File: src/rtl/m1_pkg.sv
`default_nettype none
// ============================================================================
// Module   : m1_pkg
// Brief    : Shared widths, fetch-entry type and PC helper for the M1 front end.
// Revision : 1.0
// ============================================================================
package m1_pkg;

  localparam int PC_W    = 15;
  localparam int INSTR_W = 16;

  typedef struct packed {
    logic [PC_W-1:0]    pc;
    logic [INSTR_W-1:0] instr;
  } fetch_entry_t;

  // Word PC is 15-bit modular, so 7FFF rolls over to 0000.
  function automatic logic [PC_W-1:0] pc_inc(input logic [PC_W-1:0] pc);
    return pc + PC_W'(1);
  endfunction

endpackage
`default_nettype wire

File: src/rtl/fetch_queue_m1.sv
`default_nettype none
// ============================================================================
// Module   : fetch_queue_m1
// Brief    : Synchronous FIFO of fetch entries with push/pop/flush and count.
// Revision : 1.0
// ============================================================================
module fetch_queue_m1
  import m1_pkg::*;
#(
  parameter int DEPTH = 4
) (
  input  logic                       clk,
  input  logic                       rst_n,
  input  logic                       i_flush,
  input  logic                       i_push,
  input  fetch_entry_t               i_entry,
  input  logic                       i_pop,
  output fetch_entry_t               o_head,
  output logic                       o_valid,
  output logic                       o_full,
  output logic [$clog2(DEPTH+1)-1:0] o_count
);

  localparam int               PTR_W    = (DEPTH > 1) ? $clog2(DEPTH) : 1;
  localparam int               CNT_W    = $clog2(DEPTH + 1);
  localparam logic [PTR_W-1:0] LAST_PTR = PTR_W'(DEPTH - 1);

  fetch_entry_t     r_mem [DEPTH];
  logic [PTR_W-1:0] r_rd_ptr;
  logic [PTR_W-1:0] r_wr_ptr;
  logic [CNT_W-1:0] r_count;
  logic             w_do_pop;
  logic             w_do_push;

  assign o_valid   = (r_count != '0);
  assign o_full    = (r_count == CNT_W'(DEPTH));
  assign o_count   = r_count;
  // A pop on an empty queue is ignored; a push into a full queue needs a same-cycle pop.
  assign w_do_pop  = i_pop && o_valid;
  assign w_do_push = i_push && (!o_full || w_do_pop);
  assign o_head    = o_valid ? r_mem[r_rd_ptr] : '0;

  always_ff @(posedge clk) begin
    if (w_do_push && !i_flush) begin
      r_mem[r_wr_ptr] <= i_entry;
    end
  end

  always_ff @(posedge clk or negedge rst_n) begin
    if (!rst_n) begin
      r_rd_ptr <= '0;
      r_wr_ptr <= '0;
      r_count  <= '0;
    end else if (i_flush) begin
      r_rd_ptr <= '0;
      r_wr_ptr <= '0;
      r_count  <= '0;
    end else begin
      if (w_do_push) begin
        r_wr_ptr <= (r_wr_ptr == LAST_PTR) ? '0 : r_wr_ptr + PTR_W'(1);
      end
      if (w_do_pop) begin
        r_rd_ptr <= (r_rd_ptr == LAST_PTR) ? '0 : r_rd_ptr + PTR_W'(1);
      end
      if (w_do_push && !w_do_pop) begin
        r_count <= r_count + CNT_W'(1);
      end else if (w_do_pop && !w_do_push) begin
        r_count <= r_count - CNT_W'(1);
      end
    end
  end

endmodule
`default_nettype wire

File: src/rtl/fetch_unit_m1.sv
`default_nettype none
// ============================================================================
// Module   : fetch_unit_m1
// Brief    : M1 fetch stage - PC generation, in-order imem requests, fetch queue.
// Revision : 1.0
// ============================================================================
module fetch_unit_m1
  import m1_pkg::*;
#(
  parameter logic [PC_W-1:0] RESET_PC  = 15'h0000,
  parameter int              FQ_DEPTH  = 4,
  parameter int              MAX_OUTST = 2
) (
  input  logic               clk,
  input  logic               async_rst_n,
  input  logic               clk_en,
  input  logic               full_flush,
  input  logic               issue_inval,
  input  logic [PC_W-1:0]    pc_target,
  output logic               imem_req,
  output logic [PC_W-1:0]    imem_addr,
  input  logic               imem_gnt,
  input  logic               imem_rvalid,
  input  logic [INSTR_W-1:0] imem_rdata,
  output logic               fq_valid,
  output logic [INSTR_W-1:0] fq_instr,
  output logic [PC_W-1:0]    fq_pc,
  input  logic               fq_ready
);

  localparam int FQ_CNT_W = $clog2(FQ_DEPTH + 1);
  localparam int OUT_W    = $clog2(MAX_OUTST + 1);

  logic [PC_W-1:0]     r_pc;
  logic [OUT_W-1:0]    r_outst;
  logic [OUT_W-1:0]    r_drop;

  logic                w_redirect;
  logic                w_redir_en;
  logic                w_fire;
  logic                w_rv;
  logic [31:0]         w_credit;

  logic                w_fq_push;
  logic                w_fq_pop;
  logic                w_fq_full;
  logic                w_fq_valid;
  logic [FQ_CNT_W-1:0] w_fq_count;
  fetch_entry_t        w_fq_in;
  fetch_entry_t        w_fq_head;

  fetch_entry_t        w_tag_in;
  fetch_entry_t        w_tag_head;
  logic                w_tag_valid;
  logic                w_tag_full;
  logic [OUT_W-1:0]    w_tag_count;
  logic                w_tag_unused;

  assign w_redirect = full_flush | issue_inval;
  assign w_redir_en = clk_en && w_redirect;
  assign w_rv       = clk_en && imem_rvalid;

  // Credit check counts in-flight requests against queue space, so every
  // response is guaranteed a slot and memory never sees backpressure.
  assign w_credit   = 32'(w_fq_count) + 32'(r_outst);
  assign imem_req   = async_rst_n && clk_en && !w_redirect &&
                      (r_outst < OUT_W'(MAX_OUTST)) && (w_credit < 32'(FQ_DEPTH));
  assign imem_addr  = r_pc;
  assign w_fire     = imem_req && imem_gnt;

  // Responses still owed to a pre-redirect stream are consumed but not queued.
  assign w_fq_push  = w_rv && !w_redir_en && (r_drop == '0);
  assign w_fq_pop   = clk_en && fq_ready;
  assign w_fq_in    = '{pc: w_tag_head.pc, instr: imem_rdata};
  assign w_tag_in   = '{pc: r_pc, instr: '0};

  assign fq_valid   = w_fq_valid;
  assign fq_instr   = w_fq_head.instr;
  assign fq_pc      = w_fq_head.pc;

  assign w_tag_unused = ^{w_tag_head.instr, w_tag_valid, w_tag_full, w_tag_count};

  fetch_queue_m1 #(
    .DEPTH   (FQ_DEPTH)
  ) u_fq (
    .clk     (clk),
    .rst_n   (async_rst_n),
    .i_flush (w_redir_en),
    .i_push  (w_fq_push),
    .i_entry (w_fq_in),
    .i_pop   (w_fq_pop),
    .o_head  (w_fq_head),
    .o_valid (w_fq_valid),
    .o_full  (w_fq_full),
    .o_count (w_fq_count)
  );

  // Tag FIFO is never flushed: each response, kept or dropped, retires one tag.
  fetch_queue_m1 #(
    .DEPTH   (MAX_OUTST)
  ) u_tag (
    .clk     (clk),
    .rst_n   (async_rst_n),
    .i_flush (1'b0),
    .i_push  (w_fire),
    .i_entry (w_tag_in),
    .i_pop   (w_rv),
    .o_head  (w_tag_head),
    .o_valid (w_tag_valid),
    .o_full  (w_tag_full),
    .o_count (w_tag_count)
  );

  always_ff @(posedge clk or negedge async_rst_n) begin
    if (!async_rst_n) begin
      r_pc    <= RESET_PC;
      r_outst <= '0;
      r_drop  <= '0;
    end else if (clk_en) begin
      if (w_redirect) begin
        r_pc    <= pc_target;
        r_outst <= r_outst - OUT_W'(w_rv);
        r_drop  <= r_outst - OUT_W'(w_rv);
      end else begin
        if (w_fire) begin
          r_pc <= pc_inc(r_pc);
        end
        r_outst <= r_outst + OUT_W'(w_fire) - OUT_W'(w_rv);
        if (w_rv && (r_drop != '0)) begin
          r_drop <= r_drop - OUT_W'(1);
        end
      end
    end
  end

endmodule
`default_nettype wire

File: config.mk
export PLATFORM = sky130hd
export DESIGN_NAME = fetch_unit_m1
export DESIGN_NICKNAME = d
export VERILOG_FILES = /design/src/rtl/m1_pkg.sv /design/src/rtl/fetch_queue_m1.sv /design/src/rtl/fetch_unit_m1.sv
export SDC_FILE = /design/constraint.sdc
export NUM_CORES = 1
export LEC_CHECK = 0
export ABC_AREA = 1
export CORE_ASPECT_RATIO = 0.7
export CORE_MARGIN = 2
export CORE_UTILIZATION = 45
export DETAILED_ROUTE_END_ITERATION = 10
export PLACE_DENSITY = 0.68
export SLEW_MARGIN = 20
export SYNTH_ARGS = -nofsm -noshare
export SYNTH_HDL_FRONTEND = slang
export SYNTH_SLANG_ARGS = --single-unit
File: constraint.sdc
create_clock -name clk -period 3.1 [get_ports clk]
set_input_delay 0.775 -clock clk [delete_from_list [all_inputs] [get_ports clk]]
set_output_delay 0.775 -clock clk [all_outputs]
set_load 0.05 [all_outputs]
==> results of run 1 <==
cells by family after synthesis:
| kind of cell | after synthesis | synth area share |
|---|---|---|
| fa+ha+maj | 14 | 0.0229 |
| xor+xnor | 5 | 0.00548 |
| compound gates | 143 | 0.0907 |
| buf+inv | 76 | 0.0388 |
| flops | 184 | 0.673 |
| simple gates | 327 | 0.169 |
area by class of cell:
| cell class | instances | area (um^2) | area share |
|---|---|---|---|
| clock buffers | 19 | 433 | 0.0427 |
| well taps | 231 | 289 | 0.0285 |
| multi-input cells | 489 | 2310 | 0.228 |
| inverters | 44 | 165 | 0.0163 |
| clock inverters | 13 | 135 | 0.0133 |
| repair buffers | 109 | 1420 | 0.140 |
| flip-flops and latches | 184 | 5380 | 0.531 |
worst register-to-register path, stage by stage, from the launching register on:
cell and delay (ns):
dfrtp_1 0.44, ha_1 0.32, nand2_1 0.07, nor2_1 0.04, nor2_1 0.23, and2_1 0.29
nand3_1 0.14, inv_1 0.08, ha_1 0.24, a21oi_1 0.11, o21ai_0 0.11, xnor2_1 0.14
final timing paths:
kind / endpoint / slack [ns] / depth (start not counted) / from
worst max-delay path: fq_pc[9] / 0.18 / 6 / u_fq.r_rd_ptr[1]$_DFFE_PN0P_
min in group asynchronous: u_fq.o_count[2]$_DFFE_PN0P_ / 0.82 / 2 / async_rst_n
worst min register to register: u_tag.r_wr_ptr$_DFFE_PN0N_ / 0.49 / 2 / u_tag.r_wr_ptr$_DFFE_PN0N_
worst min-delay path: u_tag.r_wr_ptr$_DFFE_PN0N_ / 0.49 / 2 / u_tag.r_wr_ptr$_DFFE_PN0N_
max in group asynchronous: u_fq.r_rd_ptr[0]$_DFFE_PN0P_ / 1.95 / 2 / async_rst_n
worst max register to register: u_tag.o_count[1]$_DFFE_PN0P_ / 0.78 / 11 / r_outst[1]$_DFFE_PN0P_
routing by layer:
layer  GRT usage  up-vias  share of wire
met4      0.0631        0         0.0092
met3      0.0433       12          0.061
met2       0.309      177           0.46
met1       0.292     2686           0.47
met5           0        -              0
li1            -     2760              -
flip-flops by register name (all words and copies together), names as in the netlist:
name and flops:
imem_addr 15, r_drop 2, u_fq.o_count 3, u_tag.r_mem 30, u_tag.o_count 2, u_fq.r_rd_ptr 2, r_outst 2, u_fq.r_wr_ptr 2
u_tag.r_wr_ptr 1, u_tag.r_rd_ptr 1, u_fq.r_mem 124
what timing repair did:
| action | in CTS | in global routing |
|---|---|---|
| hold buffers | 0 | 0 |
| setup endpoints to repair | 0 | 1 |
| gates resized for setup | 0 | 1 |
layout by cell type, fill, tap and decap left out, types with 2 or more instances in the layout:
| master | synthesis | routed |
|---|---|---|
| edfxtp_1 | 154 | 154 |
| nor2_1 | 154 | 150 |
| nand2_1 | 121 | 121 |
| o21ai_0 | 80 | 80 |
| a21oi_1 | 55 | 55 |
| clkdlybuf4s50_1 | 0 | 54 |
| inv_1 | 41 | 41 |
| buf_12 | 0 | 37 |
| dfrtp_1 | 30 | 29 |
| nand3_1 | 28 | 28 |
| clkbuf_16 | 0 | 17 |
| buf_4 | 1 | 17 |
| ha_1 | 13 | 13 |
| nand4_1 | 8 | 8 |
| or2_2 | 6 | 6 |
| nor2_2 | 1 | 5 |
| inv_6 | 0 | 4 |
| inv_2 | 3 | 3 |
| o21ai_1 | 3 | 3 |
| xnor2_1 | 3 | 3 |
| nand3b_1 | 3 | 3 |
| inv_8 | 0 | 3 |
| clkinvlp_4 | 0 | 3 |
| nor2_4 | 2 | 2 |
| a31oi_1 | 2 | 2 |
| xor2_1 | 2 | 2 |
| clkbuf_1 | 18 | 2 |
power by group:
group / internal [mW] / switching [mW] / leakage [nW]
logic: 1.74 / 2.74 / 1.80
clock network: 1.13 / 0.963 / 0.271
registers: 2.93 / 0.168 / 1.76
==> impl_results.md, run 1 <==
* Worst-path cell chain: inv_1 > buf_12 > nor2_1 > o21ai_0 > a21oi_1 > buf_12
* Mapped Cells at 749
* Die ar. at approximately 19,000 um^2
* Final setup violation count at 0
* DRT antenna net count at 0
* Outcome: completed
* Nets at between 800 and 900
* Mean cell area of the mapped netlist at roughly 11 um^2
* Routed length per instance at about 16 um
* Initial cell density of the core at 0.463
* Slew Limit Headroom at 0.656
* CP peak stage delay at slightly below 0.5 ns
* WL final at around 18,000 um
* GRT Util Overall at 0.202
* Min Hold Slack at between 0.4 and 0.5 ns
* Slew @ Worst Pin at 0.515 ns
* Root Buffer: clkbuf_16
* Port Buf Inserts at 86
* Pre-Repair DR Iteration Count at 5
* CORE AREA at roughly 17,000 um^2
* CP endpoint kind: primary output
* Crit path DAT at 2.14 ns
* Sequential share of the synthesized area at 0.673
* DP Cell Count at about 1,100
* Antenna diodes at 0
* Routed vias at roughly 5,600
* Core Util, Final at 0.587
* Vias in the first global route at about 5,500
* Synth Flop Type: edfxtp_1
* CP delay by family, top: buffers and inverters
* Most Frequent Cell on Critical Path: buf_12
* Max-Cap Viols at 0
* Leak at roughly 3.8 nW
* Area leader, netlist: edfxtp_1
* P per Cell Area at 955 nW/um^2
* TritonCTS clock tree: yes
* Vias per cell at roughly 5.2
* Area Overhead vs Synth at 26.8%
* Synth cell types at 32
* Drt drc at 0
* Worst Path Required at about 2.3 ns
* Crit share post-route at 0.940
* H-tree Lvls at 4
* Die height at 115 um
* Post-Layout Cell Count at around 1,100
* Synthesized flop and latch total at 184
* # fillers at roughly 1,400
* Clock slew at reported path FFs at around 0.070 ns
* Area share of the largest cell type after synthesis at 0.579
* Clock skew at between 0.01 and 0.015 ns
* Final HPWL DP at between 10,000 and 15,000 um
* Crit-path max FO at 26
* PnR worst setup slack at roughly 0.18 ns
* Maximum vdd drop at 1.35 mV
* Clock Path Buffers at 2
* Worst-Skew Late Latency at 0.44 ns
* Ranking of synthesized cells by area: edfxtp_1, dfrtp_1, nor2_1
* Setup bufs post-CTS at 0
* Placed cell areas at 9560 um^2
* Pwr Total at around 9.7 mW
* Layout cell share with drive strength beyond 1 at 0.122
* Worst setup path class: reg2out
* Period minus WS final at between 2 and 3 ns
* RSZ-0062 raised after global routing: false
* Post-layout instance area at roughly 10,000 um^2
* Routability cong. at about 0.86
* I/O pin total at 87
* Cell area after synthesis at between 7000 and 8000 um^2
* Worst setup SP type: flip-flop
* Commonest cells post-synth: edfxtp_1, nor2_1, nand2_1
* Largest net degree at the start of global routing at 45
* Slew Limit Fails at 0
* First-pass GRT wire length at ~29,000 um
* Clock sink count at 184
* FFs w/ async S/R, synth at 0.163
* DR iter-0 viols at 397
* Final Hold Fails at 0
* Min-Delay Path Class: reg2reg
* Setup TNS at 0 ns
* Die width at roughly 160 um
* Post-synth EDFFs at 154
* Fmax at between 300 and 400 MHz
* # rows at 40
* Dpl ws at about 0.25 ns
* CTS Buf Count at 17
* Synth Warn # at 0
* Net Count, Synth at roughly 800
* WP buf/inv at 3
* Grt total ovfl at 0
* Crit-path slowest cell: dfrtp_1
* Initial antenna violation count at 0
Power figures use the tool's default switching activity.
==> run 2, diff against run 1 <==
--- a/config.mk
+++ b/config.mk
@@ -6,9 +6,11 @@
 export NUM_CORES = 1
 export LEC_CHECK = 0
 export ABC_AREA = 1
+export CAP_MARGIN = 25
 export CORE_ASPECT_RATIO = 0.7
 export CORE_MARGIN = 2
 export CORE_UTILIZATION = 45
+export CTS_BUF_LIST = sky130_fd_sc_hd__clkbuf_16
 export DETAILED_ROUTE_END_ITERATION = 10
 export PLACE_DENSITY = 0.68
 export SLEW_MARGIN = 20
==> impl_results.md, run 2 (synthesis results as in run 1) <==
* Outcome: completed
* Drt drc at 0
* DRT antenna net count at 0
* Worst Hold End: u_tag.r_wr_ptr$_DFFE_PN0N_
* First-pass GRT wire length at between 20,000 and 30,000 um
* Worst-path cell chain: inv_1 > buf_12 > nor2_1 > o21ai_0 > a21oi_1 > buf_12
* Pwr Total at approximately 9.7 mW
* Final HPWL DP at approximately 11,000 um
* Root Buffer: clkbuf_16
* Initial antenna violation count at 0
* WL final at approximately 18,000 um
* Final Hold Fails at 0
* Most Frequent Cell on Critical Path: buf_12
* Vias per cell at 5.17
* Pre-Repair DR Iteration Count at 5
* Nets at ~900
* Crit-path slowest cell: dfrtp_1
* Fmax at 341 MHz
* Most common cell after layout, fill and taps aside: edfxtp_1
* Largest register FFs at between 100 and 150
* Clock Path Buffers at 2
* Worst setup path class: reg2out
* CP endpoint kind: primary output
* GRT Util Overall at 0.202
* Die ar. at between 15,000 and 20,000 um^2
* Worst r2r src: r_outst[1]$_DFFE_PN0P_
* Worst-Skew Late Latency at about 0.44 ns
* Die height at 115 um
* Slew Limit Fails at 0
* Placed cell areas at 9560 um^2
* Antenna diodes at 0
* Worst setup SP type: flip-flop
* Slew @ Worst Pin at between 0.5 and 0.6 ns
* Vias in the first global route at around 5,500
* Routed vias at 5,632
* Worst Path Required at roughly 2.3 ns
* Setup TNS at 0 ns
* Largest net degree at the start of global routing at 45
* Most frequent cells in the layout: edfxtp_1, nor2_1, nand2_1
* Clock sink count at approximately 180
* Final setup violation count at 0
* Worst reg2reg endpoint: u_tag.o_count[1]$_DFFE_PN0P_
* Period minus WS final at 2.94 ns
* Area Overhead vs Synth at 26.8%
* Max-Cap Viols at 0
* Grt total ovfl at 0
* Min-Delay Path Class: reg2reg
* DR iter-0 viols at 392
* I/O pin total at 87
* Hold-critical path depth at 2
* RSZ-0062 raised after global routing: false
* Hold path start: u_tag.r_wr_ptr$_DFFE_PN0N_
* Routed length per instance at about 16 um
* # rows at 40
* Layout cell share with drive strength beyond 1 at 0.122
* # hold bufs at CTS at 0
* Crit share post-route at 0.947
* CORE AREA at approximately 17,000 um^2
* Largest Register: u_fq.r_mem
* Port Buf Inserts at 86
* Post-layout instance area at slightly above 10,000 um^2
* Slew Limit Headroom at 0.656
* Maximum vdd drop at about 1.4 mV
* P per Cell Area at approximately 950 nW/um^2
* Crit path DAT at approximately 2.2 ns
* Flop2flop setup slack at a little under 0.8 ns
* H-tree Lvls at 4
* Leak at slightly below 4 nW
* CP peak stage delay at slightly below 0.5 ns
* Crit-path max FO at 26
* Clock slew at reported path FFs at about 0.070 ns
* Die width at around 160 um
* CTS Buf Count at 17
* Initial cell density of the core at 0.463
* FF-to-FF path depth at 11
* Clock skew at 0.0127 ns
* TritonCTS clock tree: yes
* Routability cong. at about 0.86
## run 2: cell types whose count changed in the layout (fill, tap and decap cells not counted), sizes merged
cell / change
clkbuf: -2
inv: +2
## run 2: where the power goes
part	switching, mW	internal, mW
clock	0.964	1.13
combinational	2.75	1.74
sequential	0.167	2.93
## run 2: final cells by class
cell class | instances | area [um^2]
Clock buffer | 17 | 425
Clock inverter | 15 | 143
Sequential cell | 184 | 5380
Inverter | 44 | 165
Timing Repair Buffer | 109 | 1420
Fill cell | 1400 | 7130
Tap cell | 231 | 289
Multi-Input combinational cell | 489 | 2310
## run 2: what timing repair did
item                       in CTS  in global routing
setup endpoints to repair       0                  1
gates resized for setup         0                  1
buffers inserted                0                  0
## run 2: routing by layer
layer | vias up | track usage | share of wire
li1 | 2761 | - | -
met2 | 167 | 0.309 | 0.46
met5 | - | 0 | 0
met1 | 2692 | 0.292 | 0.47
met3 | 12 | 0.0433 | 0.057
met4 | 0 | 0.0631 | 0.0092
## run 2: worst max-delay path by stage
stage	startpoint	to	slack, ns	depth (start not counted)
after floorplan	clk_en	u_fq.r_mem[0][0]$_DFFE_PP_	0.04	5
after global placement	async_rst_n	imem_req	0.27	5
after detailed placement	async_rst_n	u_tag.o_count[1]$_DFFE_PN0P_	0.25	10
after CTS	u_fq.r_rd_ptr[1]$_DFFE_PN0P_	fq_pc[9]	0.19	6
after global routing	u_fq.r_rd_ptr[1]$_DFFE_PN0P_	fq_pc[9]	0.05	6
final	u_fq.r_rd_ptr[1]$_DFFE_PN0P_	fq_pc[9]	0.16	6
## run 2: worst max-delay path, delay by kind of cell, from the launching register on
kind / cells / cell delay (ns)
AO/OA/AOI/OAI: 2 / 0.49
buffers and inverters: 3 / 0.64
flip-flops: 1 / 0.49
AND/OR/NAND/NOR: 1 / 0.10
## run 2: through the flow
step,hold WS [ns],std cells,utilization,worst slack [ns]
after floorplan,0.442,749,-,0.0427
after global placement,0.461,1057,0.554,0.271
after detailed placement,0.468,1057,0.554,0.250
after CTS,0.486,1089,0.587,0.188
after global routing,0.517,1089,0.587,0.0525
final,0.487,1089,0.587,0.164
